### src/rtl/delay_sat_cnt.sv
// Saturating up-counter with synchronous clear; a clear coinciding with an increment yields 1.
module delay_sat_cnt #(
    parameter int WIDTH = 8
) (
    input  logic             clk,
    input  logic             rst_n,
    input  logic             inc,
    input  logic             clr,
    output logic [WIDTH-1:0] count
);

    localparam logic [WIDTH-1:0] MAX = '1;

    // NOTE: state registers use non-blocking assignments so every flop samples pre-edge values.
    always_ff @(posedge clk or negedge rst_n) begin
        if (!rst_n) begin
            count <= '0;
        end else if (clr) begin
            count <= inc ? WIDTH'(1) : '0;
        end else if (inc && count != MAX) begin
            count <= count + WIDTH'(1);
        end
    end

endmodule

### config.mk
export PLATFORM = sky130hd
export DESIGN_NAME = delay_sat_cnt
export DESIGN_NICKNAME = d
export VERILOG_FILES = /design/src/rtl/delay_sat_cnt.sv
export SDC_FILE = /design/constraint.sdc
export NUM_CORES = 1
export LEC_CHECK = 0
export BUFFER_PORTS_ARGS = -buffer_cell sky130_fd_sc_hd__buf_4
export CAP_MARGIN = 20
export CORE_AREA = 3 3 40 42
export DETAILED_ROUTE_END_ITERATION = 7
export DIE_AREA = 0 0 43 45
export GPL_ROUTABILITY_DRIVEN = 0
export PLACE_DENSITY = 0.57
export SKIP_LAST_GASP = 1
export SYNTH_ARGS = -nofsm -noshare
export SYNTH_HDL_FRONTEND = slang
export SYNTH_SLANG_ARGS = --single-unit
### constraint.sdc
create_clock -name clk -period 2.1 [get_ports clk]
set_clock_uncertainty 0.1 [all_clocks]
set_input_delay 0.525 -clock clk [delete_from_list [all_inputs] [get_ports clk]]
set_output_delay 0.525 -clock clk [all_outputs]
set_load 0.01 [all_outputs]
==> results.txt <==
Status -> finished clean
Final wirelength -> 1.08 mm
CTS resizes -> 0
Hold Crit Start -> clr
WP data required -> 2.12 ns
Worst-path fanout max -> 5
Synth warn -> 0
Hold Violations, Final -> 0
Max-slew violation count -> 0
Die Wd -> 43 um
GRT Residual Overflow -> 0
Clk sink count -> 8
Leakage power -> 0.264 nW
Worst slew margin -> 81.1%
Via count -> 409
Syn_nets -> 52
Sequential-to-total area share from yosys stat -> 42.3%
Vias in the first global route -> 396
Startpoint Class -> register
Post-CTS setup buffer count -> 0
Drt wl/cell -> 14.3 um
P per Cell Area -> 548 nW/um^2
Largest register by flop count -> count
RSZ-0062 raised after global routing -> no
Biggest regs -> count (8)
Starting Density -> 36.8%
First-pass GRT wire length -> 1.90 mm
CP endpoint kind -> register
Number of buffers created by CTS -> 3
Dpl hpwl -> 776 um
Routed vias/inst -> 5.45
I/O pin count -> 12
Max FFs per register -> 8
Post-Synthesis Cell Area -> 473 sq um
Layout cells sized above 1 -> 31.7%
Synth cell types -> 27
Clock Latency Late Sink -> 0.25 ns
Min Tclk post-route -> 1.59 ns
All-Layer GR Usage -> 13.5%
I/O Buffers -> 11
Die area -> 1940 sq um
Setup tns final -> 0 ns
Final period util -> 75.6%
N_diodes -> 0
Mapped Avg Cell Area -> 10.1 sq um
Area delta synth->final -> 25.9%
Syn Inst Count -> 47
Least-Margin Pin Slew -> 0.284 ns
Core Util, Final -> 46.3%
Layout Nets -> 67
Row cnt -> 13
Count of state elements after synthesis -> 8
Worst r2r src -> count[0]
Filler cells -> 124
Residual DRC -> 0
Critical Path AT -> 1.61 ns
Root buf cell -> clkbuf_4
Initial antenna violation count -> 0
Die Height -> 45 um
Fmax -> 630 MHz
Largest net degree at the start of global routing -> 12
Htree depth -> 1
Core Footprint -> 1280 sq um
Pwr Total -> 0.326 mW
Final Setup Violations -> 0
Clk pin slew, worst setup/hold paths -> 0.06 ns
Antenna Nets Post-Route -> 0
Drt first pass iters -> 4
Worst IR Drop VDD -> 0.000403 V
HP Class -> input port to register
CTS tree -> yes
Max cap viols -> 0
Initial detailed-routing violation count -> 9
WS Path Type -> register to register
EDFF count, synth -> 0
Prevailing post-synth register cell -> dfrtp_1
Hold_buf cts -> 1
FFs w/ async S/R, synth -> 100%
Clk buf depth -> 2
Crit path from -> count[0]
[worst max-delay path, stage by stage, from the launching register on]
cell	delay [ns]
dfrtp_1	0.43
ha_1	0.24
and3_1	0.22
a2111oi_2	0.37
nor3b_1	0.09
[layout by cell type (no fill, tap or decap), types with 2 or more instances in the layout]
cell      instances
buf_4            11
dfrtp_1           8
a21oi_1           5
nand2b_1          4
nand2_1           3
clkbuf_4          3
and3_1            2
inv_1             2
or3_1             2
o21ai_0           2
[through the flow]
step / cell area (sq um) / instances / setup WS (ns) / hold WS, ns
2_1_floorplan: 473 / 47 / 0.573 / 0.129
3_3_place_gp: 563 / 71 / 0.570 / 0.251
3_5_place_dp: 563 / 71 / 0.519 / 0.252
4_1_cts: 596 / 75 / 0.502 / 0.409
5_1_grt: 596 / 75 / 0.385 / 0.422
6_report: 596 / 75 / 0.512 / 0.412
[path summary, 6_finish.rpt]
kind | to | slack (ns) | cells past startpoint
worst max-delay path | count[5] | 0.51 | 4
worst min-delay path | count[4] | 0.41 | 2
worst max register to register | count[5] | 0.51 | 4
worst min register to register | count[1] | 0.51 | 2
max in group asynchronous | count[1] | 1.24 | 2
min in group asynchronous | count[4] | 0.52 | 2
[cells by family (layout without fill, tap and decap cells)]
family                   Yosys count  in the layout  share of synthesized area [%]
buffers and inverters              4             17                           3.97
multiplexers                       1              1                           2.12
AO/OA/AOI/OAI                     15             15                           23.3
adder cells (fa/ha/maj)            1              1                           2.65
flip-flops                         8              8                           42.3
AND/OR/NAND/NOR                   18             18                           25.7
[Yosys cell counts, drive strengths merged, types with 2 or more instances]
library cell	instances	area, sq um
inv	2	7.51
a21oi	5	25.0
nand2	3	11.3
nand4	2	18.8
o21ai	2	10.0
or3	2	12.5
and3	2	12.5
nand2b	4	25.0
dfrtp	8	200
[final cells by class]
type | count | area, sq um | share of cell area [%]
Timing Repair Buffer | 12 | 92.6 | 15.5
Clock buffer | 3 | 22.5 | 3.78
Sequential cell | 8 | 200 | 33.6
Tap cell | 15 | 18.8 | 3.15
Multi-Input combinational cell | 35 | 254 | 42.6
Inverter | 2 | 7.51 | 1.26
[metal layers]
layer	GRT usage, %	share of wire (%)	vias up	wire [um]
li1	-	-	206	-
met1	17.4	45	190	488
met2	20.1	48	11	513
met3	7.17	5.9	2	64
met4	3.61	0.84	0	9
met5	0	0	-	0
[where the power goes]
part | internal [mW] | leakage (nW) | switching [mW] | total (mW)
registers | 0.160 | 0.109 | 0.00820 | 0.168
clock network | 0.0654 | 0.0138 | 0.0526 | 0.118
logic | 0.0208 | 0.141 | 0.0194 | 0.0402
Note: power is estimated with default switching activity, not from simulation.
